$ cat config.mk
export PLATFORM = sky130hd
export DESIGN_NAME = led_pattern_serializer
export DESIGN_NICKNAME = d
export VERILOG_FILES = /design/src/rtl/led_pattern_serializer.sv
export SDC_FILE = /design/constraint.sdc
export NUM_CORES = 1
export LEC_CHECK = 0
export CORE_MARGIN = 3
export CORE_UTILIZATION = 35
export CTS_CLUSTER_DIAMETER = 30
export DETAILED_ROUTE_END_ITERATION = 16
export GPL_TIMING_DRIVEN = 0
export HOLD_SLACK_MARGIN = 0.03
export PLACE_DENSITY = 0.66
export SYNTH_ARGS = -nofsm -noshare
export SYNTH_HDL_FRONTEND = slang
export SYNTH_SLANG_ARGS = --single-unit
export TNS_END_PERCENT = 10
$ cat constraint.sdc
create_clock -name clk_in -period 3.58 [get_ports clk_in]
set_input_delay 0.358 -clock clk_in [delete_from_list [all_inputs] [get_ports clk_in]]
set_output_delay 0.358 -clock clk_in [all_outputs]
set_load 0.05 [all_outputs]
$ cat src/rtl/led_pattern_serializer.sv
// rtl/led_pattern_serializer.sv - parallel-in serial-out transmitter for the LED chain shift register
module led_pattern_serializer #(
    parameter int DATA_W  = 16,
    parameter int CLK_DIV = 25
) (
    input  logic              clk_in,
    input  logic              rst_n,
    input  logic              load_valid,
    output logic              load_ready,
    input  logic [DATA_W-1:0] load_data,
    input  logic              load_dir,
    input  logic              stop,
    output logic              ser_data,
    output logic              ser_clk,
    output logic              ser_latch,
    output logic              busy,
    output logic              done
);

    localparam int BIT_W = (DATA_W > 1) ? $clog2(DATA_W) : 1;
    localparam int DIV_W = (CLK_DIV > 1) ? $clog2(CLK_DIV) : 1;
    localparam logic [BIT_W-1:0] BIT_LAST = BIT_W'(DATA_W - 1);
    localparam logic [DIV_W-1:0] DIV_LAST = DIV_W'(CLK_DIV - 1);

    typedef enum logic [1:0] {
        IDLE,
        CLK_LO,
        CLK_HI,
        LATCH
    } state_t;

    state_t            state;
    logic [DATA_W-1:0] shadow;
    logic              dir_q;
    logic [BIT_W-1:0]  bit_cnt;
    logic [DIV_W-1:0]  div_cnt;
    logic [BIT_W-1:0]  next_idx;
    logic              next_bit;

    assign load_ready = (state == IDLE) && !stop;

    // Bits always come from the captured copy, so load_data may change freely while busy.
    assign next_idx = bit_cnt + BIT_W'(1);
    assign next_bit = dir_q ? shadow[next_idx] : shadow[BIT_LAST - next_idx];

    always_ff @(posedge clk_in or negedge rst_n) begin
        if (!rst_n) begin
            state     <= IDLE;
            shadow    <= '0;
            dir_q     <= 1'b0;
            bit_cnt   <= '0;
            div_cnt   <= '0;
            ser_data  <= 1'b0;
            ser_clk   <= 1'b0;
            ser_latch <= 1'b0;
            busy      <= 1'b0;
            done      <= 1'b0;
        end else begin
            done <= 1'b0;
            if (state == IDLE) begin
                if (load_valid && load_ready) begin
                    shadow   <= load_data;
                    dir_q    <= load_dir;
                    state    <= CLK_LO;
                    busy     <= 1'b1;
                    bit_cnt  <= '0;
                    div_cnt  <= '0;
                    ser_data <= load_dir ? load_data[0] : load_data[DATA_W-1];
                end
            end else if (!stop) begin
                // stop freezes everything in place, which stretches rather than cuts a phase.
                if (div_cnt != DIV_LAST) begin
                    div_cnt <= div_cnt + DIV_W'(1);
                end else begin
                    div_cnt <= '0;
                    case (state)
                        CLK_LO: begin
                            ser_clk <= 1'b1;
                            state   <= CLK_HI;
                        end
                        CLK_HI: begin
                            ser_clk <= 1'b0;
                            if (bit_cnt != BIT_LAST) begin
                                bit_cnt  <= next_idx;
                                ser_data <= next_bit;
                                state    <= CLK_LO;
                            end else begin
                                ser_latch <= 1'b1;
                                state     <= LATCH;
                            end
                        end
                        LATCH: begin
                            ser_latch <= 1'b0;
                            ser_data  <= 1'b0;
                            busy      <= 1'b0;
                            done      <= 1'b1;
                            state     <= IDLE;
                        end
                        default: state <= IDLE;
                    endcase
                end
            end
        end
    end

endmodule
==> reports/metrics.csv, run 1 <==
stage,metric,value,unit
outcome,run_status,finished clean,
detailed_routing,vias_per_cell,5.17,
clocking,post_cts_buffers,0,
floorplan,start_util,37.2,%
placement,pre_cts_slack,1230,ps
global_routing,antenna_found_initial,0,
finish,nets,212,
floorplan,dieArea,0.00608,mm^2
yosys,netlist-cell-type-count,35,
yosys,synth_sequential_area_ratio,45.5,%
floorplan,fp.dieW,78.0,um
clocking,cts_inserted_buffers,5,
finish,register_area,826,um^2
finish,diodes,0,
detailed_routing,wirelength,3410,um
critical_path,critical_path_class,reg -> out,
finish,footprint_of_the_multi_input_gates,911,um^2
sta,fin_skew,5.66,ps
critical_path,cp_data_required_time,3220,ps
clocking,tritoncts,built,
finish,layout.filler_cells,468,
sta,finalHoldViolCount,0,
floorplan,dieHeight,78.0,um
detailed_routing,routed.top_layer,met4,
floorplan,core_area,0.00488,mm^2
power,ir_drop,0.000388,V
floorplan,boundaryPins,27,
global_routing,grt_remaining_overflow,0,
detailed_routing,wl_met3,232,um
clocking,cts.hold.buffers_added,0,
critical_path,path_buf_inv,3,
sta,final_min_period_over_clock_period,74.1,%
power,cellLeakagePower,0.971,nW
critical_path,cell_family_with_the_largest_share_of_critical_path_delay,buffers and inverters,
sta,final-setup-viol-count,0,
critical_path,arrival,2290,ps
sta,max_freq,377,MHz
finish,area.growth.synth_to_final,23.4,%
critical_path,crit_fanout,10,
yosys,synth_adder_area_share,5.52,%
yosys,synth_xor_area_share,1.93,%
critical_path,critical-path-slowest-cell,sky130_fd_sc_hd__clkdlybuf4s50_1,
yosys,synthFlopType,sky130_fd_sc_hd__dfrtp_1,
global_routing,grt_pass1_wl,5850,um
yosys,synth_top_family_by_area,multiplexers,
finish,layout.cell_area.non_filler,0.00224,mm^2
yosys,yosys_reg_bits,33,
global_routing,first_global_vias,1264,
placement,dpl_cell_area,0.00215,mm^2
global_routing,grt_max_degree,34,
placement,dp_wirelength,2480,um
sta,hold_slack,141,ps
global_routing,grt_util_all_layers,12.1,%
power,power_per_cell_area,781,mW/mm^2
yosys,synth_simple_gate_area_share,12.0,%
clocking,clock_latency,280,ps
clocking,clock-root-buffer,sky130_fd_sc_hd__clkbuf_8,
yosys,synth_top_cell_area_share,45.5,%
sta,finalWorstSetupSlack,927,ps
yosys,synthesis.nets,179,
clocking,clock_pin_slew_on_the_worst_setup_and_hold_paths,60,ps
finish,final_layout_size_suffix_gt1_share,21.9,%
detailed_routing,met2RoutedLength,1520,um
sta,rsz0062_at_grt,false,
critical_path,critical_path.cell_chain,inv_1 > ha_1 > buf_4 > nor2b_1 > clkdlybuf4s50_1,
hold_path,worstHoldPathType,in -> async,
sta,report.final.slew_viol_count,0,
clocking,post_cts_resized,0,
detailed_routing,postRouteAntennaNets,0,
run,maxCapViolations,0,
detailed_routing,via_count,1292,
yosys,area_fraction_in_compound_gates_after_synthesis,7.45,%
clocking,htree_num_levels,2,
detailed_routing,routedWlPerCell,13.6,um
yosys,post_synth_mux_area_share,23.3,%
yosys,avgSynthCellArea,12.1,um^2
yosys,number_of_flops_mapped_to_enable_cells_by_yosys,0,
sta,slew-limit-headroom,50.2,%
clocking,clk_path_buf_depth,2,
detailed_routing,routed_metal_1_wire_length,1620,um
floorplan,number_of_cell_rows,25,
detailed_routing,post-route-drc-count,0,
yosys,syn-cell-area,0.00181,mm^2
placement,gp_congestion,0.781,
yosys,synth_top_cells_by_area,"sky130_fd_sc_hd__dfrtp_1 46%, sky130_fd_sc_hd__mux2_2 11%, sky130_fd_sc_hd__mux4_2 9.9%",
sta,final_period_minus_worst_setup_slack,2650,ps
yosys,syn_inst,150,
yosys,synth.largest_area_cell,sky130_fd_sc_hd__dfrtp_1,
placement,place.port_buffers,26,
sta,tightest_slew,746,ps
critical_path,timing.critical_path.slowest_cell_delay,810,ps
power,finalPower,1.75,mW
clocking,cts.sinks,33,
detailed_routing,firstDrtPassIters,4,
yosys,async_reset_ff_share,100,%
critical_path,startpoint_type,flop,
yosys,yosysWarnings,0,
critical_path,cp-end-kind,primary output,
detailed_routing,first_drt_iteration_drcs,77,
sta,fin_setup_tns,0,ps
## final cells by class
cell class                 count  share of cell area, %
timing repair buffer          26                   11.4
sequential                    33                   36.9
buffer                         7                   2.12
multi-input combinational    102                   40.7
tap                           67                   3.74
inverter                       8                   1.34
clock buffer                   7                   3.85
## through the flow
stage	instances	utilization, %
after floorplan	150	-
after global placement	243	44.2
after detailed placement	243	44.1
after CTS	250	45.9
after global routing	250	45.9
final	250	45.9
## power breakdown
group | total, mW | internal (mW) | switching [mW] | leakage [nW]
Combinational | 0.801 | 0.432 | 0.369 | 0.525
Sequential | 0.671 | 0.535 | 0.136 | 0.401
Clock | 0.278 | 0.152 | 0.126 | 0.0443
Total | 1.75 | 1.12 | 0.631 | 0.971
## worst register-to-register path: stages, from the launching register on
cell,delay [ps]
sky130_fd_sc_hd__dfrtp_1,420
sky130_fd_sc_hd__ha_1,290
sky130_fd_sc_hd__clkbuf_1,370
sky130_fd_sc_hd__mux4_2,370
sky130_fd_sc_hd__and2b_1,160
sky130_fd_sc_hd__a2111oi_0,390
sky130_fd_sc_hd__o21ai_1,120
## logic make-up (layout without fill, tap and decap cells)
family,Yosys count,after routing
buffers and inverters,15,48
and+or+nand+nor,38,38
DFF,33,33
xor gates and xnor gates,4,4
adders and majority gates,8,8
muxes,30,30
AOI/OAI and AO/OA,22,22
## synth_stat cells (3+ instances only)
master,n
sky130_fd_sc_hd__nand3_1,5
sky130_fd_sc_hd__mux2i_1,4
sky130_fd_sc_hd__ha_1,8
sky130_fd_sc_hd__mux2_2,18
sky130_fd_sc_hd__nor2_1,5
sky130_fd_sc_hd__mux4_2,8
sky130_fd_sc_hd__xor2_1,4
sky130_fd_sc_hd__nand3b_1,4
sky130_fd_sc_hd__a21oi_1,5
sky130_fd_sc_hd__o21ai_0,7
sky130_fd_sc_hd__dfrtp_1,33
sky130_fd_sc_hd__buf_4,3
sky130_fd_sc_hd__inv_1,8
sky130_fd_sc_hd__nor3_1,3
sky130_fd_sc_hd__nand2_1,10
## per-layer routing
layer  GRT usage [%]  up-vias
met3            3.94        5
met1            16.6      632
li1                -      614
met2            18.1       41
met5               0        -
met4            3.67        0
## cells in the final DEF, fill, tap and decap left out, drive strengths merged, types with 2 or more instances in the layout
master / netlist / layout
dfrtp: 33 / 33
clkdlybuf4s50: 0 / 25
mux2: 18 / 18
nand2: 10 / 10
inv: 8 / 8
mux4: 8 / 8
ha: 8 / 8
o21ai: 8 / 8
clkbuf: 1 / 8
buf: 6 / 7
a21oi: 5 / 5
nor2: 5 / 5
nand3: 5 / 5
nand3b: 4 / 4
xor2: 4 / 4
mux2i: 4 / 4
nor3: 3 / 3
or3: 2 / 2
nand4: 2 / 2
nor4: 2 / 2
o22ai: 2 / 2
## flip-flops by register name (all words and copies together), names as in the netlist
register	cells
bit_cnt	4
dir_q	1
done	1
busy	1
shadow	16
ser_latch	1
ser_data	1
div_cnt	5
state	2
ser_clk	1
## worst paths after layout
path                               to       start  slack [ps]  depth (start not counted)
max                        load_ready    state[1]         930                          5
min                        div_cnt[1]       rst_n         140                          1
max reg2reg                  ser_data  bit_cnt[0]        1330                          6
min reg2reg                   ser_clk     ser_clk         480                          2
max in group asynchronous  shadow[10]       rst_n        2970                          1
min in group clk_in           ser_clk     ser_clk         480                          2
No activity file was read; power rests on OpenSTA's default activity.
==> inputs of run 2 (changes only) <==
==> constraint.sdc (replaced) <==
create_clock -name clk_in -period 2.55 [get_ports clk_in]
set_input_delay 0.255 -clock clk_in [delete_from_list [all_inputs] [get_ports clk_in]]
set_output_delay 0.255 -clock clk_in [all_outputs]
set_load 0.05 [all_outputs]
==> run 2 against run 1 <==
Compared with the run above:
- wire length unchanged
- global-route usage unchanged
- final area about the same
- critical path depth unchanged
- utilization about the same
- count of clock-buffer cells in the layout unchanged
- total power increased by 40%
- non-clock buffer count unchanged
- clock power increased by 40%
==> reports/metrics.csv, run 2 (same netlist as run 1, synthesis figures left out) <==
stage,metric,value,unit,change
outcome,run_status,finished clean,,
finish,area.growth.synth_to_final,23.4,%,about the same
clocking,clk_path_buf_depth,2,,unchanged
detailed_routing,vias_per_cell,5.17,,unchanged
global_routing,grt_util_met1,16.6,%,unchanged
clocking,clock-root-buffer,sky130_fd_sc_hd__clkbuf_8,,
critical_path,r2r_cells,6,,unchanged
sta,final-setup-viol-count,0,,unchanged
sta,fin_skew,5.66,ps,unchanged
finish,regMostFlops,shadow,,
placement,gp_congestion,0.781,,unchanged
sta,final_period_minus_worst_setup_slack,2270,ps,
clocking,htree_num_levels,2,,unchanged
placement,dp_wirelength,2480,um,unchanged
detailed_routing,wirelength,3410,um,unchanged
finish,mostFrequentLayoutCell,sky130_fd_sc_hd__dfrtp_1,,
finish,layout.filler_cells,469,,+0.21%
sta,max_freq,441,MHz,
clocking,post_cts_resized,1,,+1
sta,rsz0062_at_grt,false,,
critical_path,critical_path_class,reg -> out,,
floorplan,boundaryPins,27,,unchanged
detailed_routing,via_count,1292,,unchanged
finish,instances_no_fill,250,,unchanged
finish,largest_register_ffs,16,,unchanged
finish,most-common-layout-cells,"33 x sky130_fd_sc_hd__dfrtp_1, 24 x sky130_fd_sc_hd__clkdlybuf4s50_1, 18 x sky130_fd_sc_hd__mux2_2",,
sta,tightest_slew,746,ps,+0.126 ps
power,finalPower,2.45,mW,+40%
clocking,clock_pin_slew_on_the_worst_setup_and_hold_paths,60,ps,about the same
power,cellLeakagePower,0.974,nW,+0.37%
detailed_routing,post-route-drc-count,0,,unchanged
floorplan,number_of_cell_rows,25,,unchanged
clocking,tritoncts,built,,
critical_path,setup.worst_path.start,state[1],,
detailed_routing,routedWlPerCell,13.6,um,unchanged
critical_path,cp_data_required_time,2300,ps,-920 ps
clocking,post_cts_buffers,0,,unchanged
finish,largestRegisters,"shadow (16), div_cnt (5), bit_cnt (4)",,
power,power_per_cell_area,1100,mW/mm^2,+40%
placement,placedCellCount,243,,unchanged
run,maxCapViolations,0,,unchanged
finish,nets,212,,unchanged
critical_path,critPathCapture,load_ready,,
clocking,clock_latency,280,ps,about the same
global_routing,grt_max_degree,34,,unchanged
floorplan,core_area,0.00488,mm^2,unchanged
global_routing,grt_pass1_wl,5850,um,unchanged
global_routing,use_met3,3.94,%,unchanged
global_routing,first_global_vias,1264,,unchanged
global_routing,grt_remaining_overflow,0,,unchanged
critical_path,crit_fanout,10,,unchanged
floorplan,start_util,37.2,%,unchanged
clocking,cts.sinks,33,,unchanged
detailed_routing,postRouteAntennaNets,0,,unchanged
detailed_routing,first_drt_iteration_drcs,77,,unchanged
global_routing,grt_util_all_layers,12.1,%,unchanged
global_routing,met2_usage,18.1,%,unchanged
critical_path,cp-end-kind,primary output,,
critical_path,startpoint_type,flop,,
sta,finalHoldViolCount,0,,unchanged
sta,final_min_period_over_clock_period,88.9,%,
global_routing,antenna_found_initial,0,,unchanged
floorplan,fp.dieW,78.0,um,unchanged
sta,fin_setup_tns,0,ps,unchanged
power,ir_drop,0.000544,V,+40%
hold_path,worstHoldPathType,in -> async,,
floorplan,dieArea,0.00608,mm^2,unchanged
global_routing,busiest_layer,met2,,
clocking,cts_inserted_buffers,5,,unchanged
sta,report.final.slew_viol_count,0,,unchanged
sta,slew-limit-headroom,50.2,%,about the same
critical_path,regToRegEndpoint,ser_data,,
critical_path,arrival,2010,ps,-280 ps
critical_path,crit-reg2reg-launch,bit_cnt[0],,
detailed_routing,firstDrtPassIters,4,,unchanged
floorplan,dieHeight,78.0,um,unchanged
finish,diodes,0,,unchanged
clocking,cts.hold.buffers_added,0,,unchanged
critical_path,register_to_register_setup_slack,300,ps,-1030 ps
finish,final_layout_size_suffix_gt1_share,21.9,%,unchanged
placement,place.port_buffers,26,,unchanged
-- run 2: cell types whose count changed in the layout (fill, tap and decap cells not counted) --
cell                              before  now
sky130_fd_sc_hd__clkdlybuf4s50_1      25   24
sky130_fd_sc_hd__dlygate4sd2_1         0    1
-- run 2: final cells by class --
| type | count | area, um^2 | share of cell area (%) |
|---|---|---|---|
| Multi-Input combinational cell | 102 | 911 | 40.7 |
| Timing Repair Buffer | 26 | 254 | 11.3 |
| Buffer | 7 | 47.5 | 2.12 |
| Sequential cell | 33 | 826 | 36.9 |
| Tap cell | 67 | 83.8 | 3.75 |
| Inverter | 8 | 30.0 | 1.34 |
| Clock buffer | 7 | 86.3 | 3.86 |
-- run 2: per-layer routing --
metal | part of all wire [%] | wire (um) | vias up
li1 | - | - | 614
met1 | 47 | 1620 | 632
met2 | 45 | 1520 | 41
met3 | 6.8 | 232 | 5
met4 | 1.1 | 36 | 0
met5 | 0 | 0 | -
-- run 2: worst min-delay path by stage --
stage | from | end | slack, ps | cells after the start
5_1_grt | rst_n | div_cnt[1] | 100 | 1
6_report | rst_n | div_cnt[1] | 40 | 1
4_1_cts | rst_n | div_cnt[1] | 60 | 1
3_5_place_dp | rst_n | div_cnt[1] | 370 | 1
3_3_place_gp | busy | busy | 470 | 2
2_1_floorplan | rst_n | bit_cnt[0] | -40 | 0
-- run 2: where the power goes --
group / total, mW / leakage, nW / switching, mW / internal [mW]
combinational: 1.12 / 0.529 / 0.518 / 0.603
sequential: 0.942 / 0.401 / 0.191 / 0.751
clock: 0.390 / 0.0443 / 0.176 / 0.214
-- run 2: worst max-delay path: stages (launching register included) --
cell and delay (ps):
sky130_fd_sc_hd__dfrtp_1 400, sky130_fd_sc_hd__inv_1 130, sky130_fd_sc_hd__ha_1 300, sky130_fd_sc_hd__buf_4 220
sky130_fd_sc_hd__nor2b_1 140, sky130_fd_sc_hd__dlygate4sd2_1 540
-- run 2: through the flow --
step	cell area, um^2	hold WS [ps]	utilization, %	worst slack [ps]
2_1_floorplan	1810	-40.6	-	533
3_3_place_gp	2160	466	44.2	324
3_5_place_dp	2150	371	44.1	298
4_1_cts	2240	63.6	45.9	269
5_1_grt	2240	97.6	45.9	80.9
6_report	2240	38.2	45.9	283
==> inputs of run 3 (changes only) <==
--- a/config.mk
+++ b/config.mk
@@ -5,7 +5,7 @@
 export SDC_FILE = /design/constraint.sdc
 export NUM_CORES = 1
 export LEC_CHECK = 0
-export CORE_MARGIN = 3
+export CORE_MARGIN = 5
 export CORE_UTILIZATION = 35
 export CTS_CLUSTER_DIAMETER = 30
 export DETAILED_ROUTE_END_ITERATION = 16
==> run 3 against run 2 <==
Compared with the run above:
- clock skew about the same
- critical path type unchanged
- highest routed layer unchanged
- wire length decreased by 1.5%
- setup slack improved by 17 ps
==> reports/metrics.csv, run 3 (same netlist as run 1, synthesis figures left out) <==
stage,metric,value,unit,change
floorplan,core_area,0.00507,mm^2,+4.0%
clocking,htree_num_levels,2,,unchanged
sta,fin_setup_tns,0,ps,unchanged
clocking,clock_latency,280,ps,about the same
power,cellLeakagePower,0.969,nW,-0.50%
detailed_routing,postRouteAntennaNets,0,,unchanged
detailed_routing,firstDrtPassIters,4,,unchanged
sta,fin_skew,5.88,ps,+0.218 ps
detailed_routing,vias_per_cell,4.98,,-3.6%
critical_path,critical-path-slowest-cell,sky130_fd_sc_hd__dlygate4sd2_1,,
global_routing,first_global_vias,1299,,+2.8%
placement,dp_wirelength,2460,um,-1.0%
clocking,clock_pin_slew_on_the_worst_setup_and_hold_paths,70,ps,about the same
sta,finalHoldViolCount,0,,unchanged
finish,area.growth.synth_to_final,23.2,%,
critical_path,cp_data_required_time,2300,ps,about the same
critical_path,crit_fanout,10,,unchanged
placement,place.port_buffers,26,,unchanged
critical_path,path_buf_inv,3,,unchanged
global_routing,grt_pass1_wl,5920,um,+1.2%
critical_path,cell_family_with_the_largest_share_of_critical_path_delay,buffers and inverters,,
critical_path,critical_path_class,reg -> out,,
power,power_per_cell_area,1090,mW/mm^2,-0.94%
placement,placedCellCount,246,,+1.2%
hold_path,worstHoldPathType,in -> async,,
sta,report.final.slew_viol_count,0,,unchanged
outcome,run_status,finished clean,,
finish,mostFrequentLayoutCell,sky130_fd_sc_hd__dfrtp_1,,
critical_path,cp-end-kind,primary output,,
critical_path,timing.critical_path.slowest_cell_delay,530,ps,about the same
sta,tightest_slew,738,ps,-8.10 ps
critical_path,startpoint_type,flop,,
floorplan,number_of_cell_rows,26,,+4.0%
clocking,clock-root-buffer,sky130_fd_sc_hd__clkbuf_8,,
sta,final_period_minus_worst_setup_slack,2250,ps,-17.0 ps
clocking,cts.sinks,33,,unchanged
sta,max_freq,444,MHz,+0.76%
global_routing,antenna_found_initial,0,,unchanged
sta,final_min_period_over_clock_period,88.2,%,-0.67 points
critical_path,arrival,2000,ps,about the same
detailed_routing,wirelength,3360,um,-1.5%
global_routing,grt_util_all_layers,11.5,%,-0.56 points
detailed_routing,post-route-drc-count,0,,unchanged
floorplan,dieHeight,82.0,um,+5.1%
finish,layout.cell_area.non_filler,0.00224,mm^2,-0.11%
floorplan,boundaryPins,27,,unchanged
detailed_routing,routedWlPerCell,13.2,um,-3.0%
floorplan,start_util,35.7,%,-1.4 points
finish,most-common-layout-cells,"33 x sky130_fd_sc_hd__dfrtp_1, 24 x sky130_fd_sc_hd__clkdlybuf4s50_1, 18 x sky130_fd_sc_hd__mux2_2",,
placement,gp_congestion,0.777,,-0.50%
detailed_routing,via_count,1266,,-2.0%
run,maxCapViolations,0,,unchanged
sta,final-setup-viol-count,0,,unchanged
clocking,cts_inserted_buffers,5,,unchanged
clocking,post_cts_resized,1,,unchanged
floorplan,dieArea,0.00672,mm^2,+11%
clocking,tritoncts,built,,
finish,final_core_util,44.1,%,-1.8 points
sta,rsz0062_at_grt,false,,
critical_path,cp_num_cells,5,,unchanged
finish,largest_register_ffs,16,,unchanged
floorplan,fp.dieW,82.0,um,+5.1%
critical_path,r2r_cells,6,,unchanged
finish,diodes,0,,unchanged
finish,regMostFlops,shadow,,
global_routing,grt_remaining_overflow,0,,unchanged
clocking,post_cts_buffers,0,,unchanged
placement,dpl_cell_area,0.00216,mm^2,+0.17%
finish,nets,212,,unchanged
sta,slew-limit-headroom,50.8,%,+0.54 points
critical_path,critical_path.cell_chain,inv_1 > ha_1 > buf_4 > nor2b_1 > dlygate4sd2_1,,
finish,final_layout_size_suffix_gt1_share,21.2,%,-0.66 points
detailed_routing,first_drt_iteration_drcs,46,,-40%
finish,instances_no_fill,254,,+1.6%
global_routing,grt_max_degree,34,,unchanged
clocking,clk_path_buf_depth,2,,unchanged
power,ir_drop,0.000504,V,-7.3%
finish,largestRegisters,"shadow (16), div_cnt (5), bit_cnt (4)",,
power,finalPower,2.43,mW,-1.0%
clocking,cts.hold.buffers_added,0,,unchanged
==> run 3: cell count changes in the layout (fill, tap and decap cells not counted), sizes merged <==
cell    previous run  this run
clkbuf             8         9
==> run 3: metal layers <==
layer  global-route usage [%]  up-vias  routed length, um
met2                     17.7       36               1480
met5                        0        -                  0
met3                     3.62        7                229
met4                     4.49        0                 48
li1                         -      622                  -
met1                     15.0      601               1600
==> run 3: final timing paths <==
check                      startpoint    endpoint  slack, ps
max in group asynchronous       rst_n   shadow[1]       2050
min in group clk_in           ser_clk     ser_clk        480
hold reg to reg               ser_clk     ser_clk        480
hold / removal                  rst_n     ser_clk         30
setup reg to reg           bit_cnt[0]    ser_data        310
setup / recovery             state[0]  load_ready        300
==> run 3: layout make-up <==
cell class / count / area [um^2]
Buffer: 7 / 47.5
Clock buffer: 8 / 80.1
Fill cell: 506 / 2840
Inverter: 8 / 30.0
Multi-Input combinational cell: 102 / 911
Sequential cell: 33 / 826
Tap cell: 70 / 87.6
Timing Repair Buffer: 26 / 254
==> run 3: through the flow <==
stage	setup WS (ps)	hold WS, ps
2_1_floorplan	533	-40.6
5_1_grt	103	96.2
3_5_place_dp	306	368
6_report	300	31.6
4_1_cts	269	69.8
3_3_place_gp	310	460
==> run 3: power breakdown <==
part,switching [mW],internal (mW)
logic,0.513,0.602
registers,0.190,0.750
clock network,0.177,0.194
total,0.881,1.55
==> run 3: worst reg2reg max path, stage by stage (launching register included) <==
cell and delay (ps):
sky130_fd_sc_hd__dfrtp_1 410, sky130_fd_sc_hd__ha_1 280, sky130_fd_sc_hd__clkbuf_1 370, sky130_fd_sc_hd__mux4_2 380, sky130_fd_sc_hd__and2b_1 170, sky130_fd_sc_hd__a2111oi_0 380, sky130_fd_sc_hd__o21ai_1 130
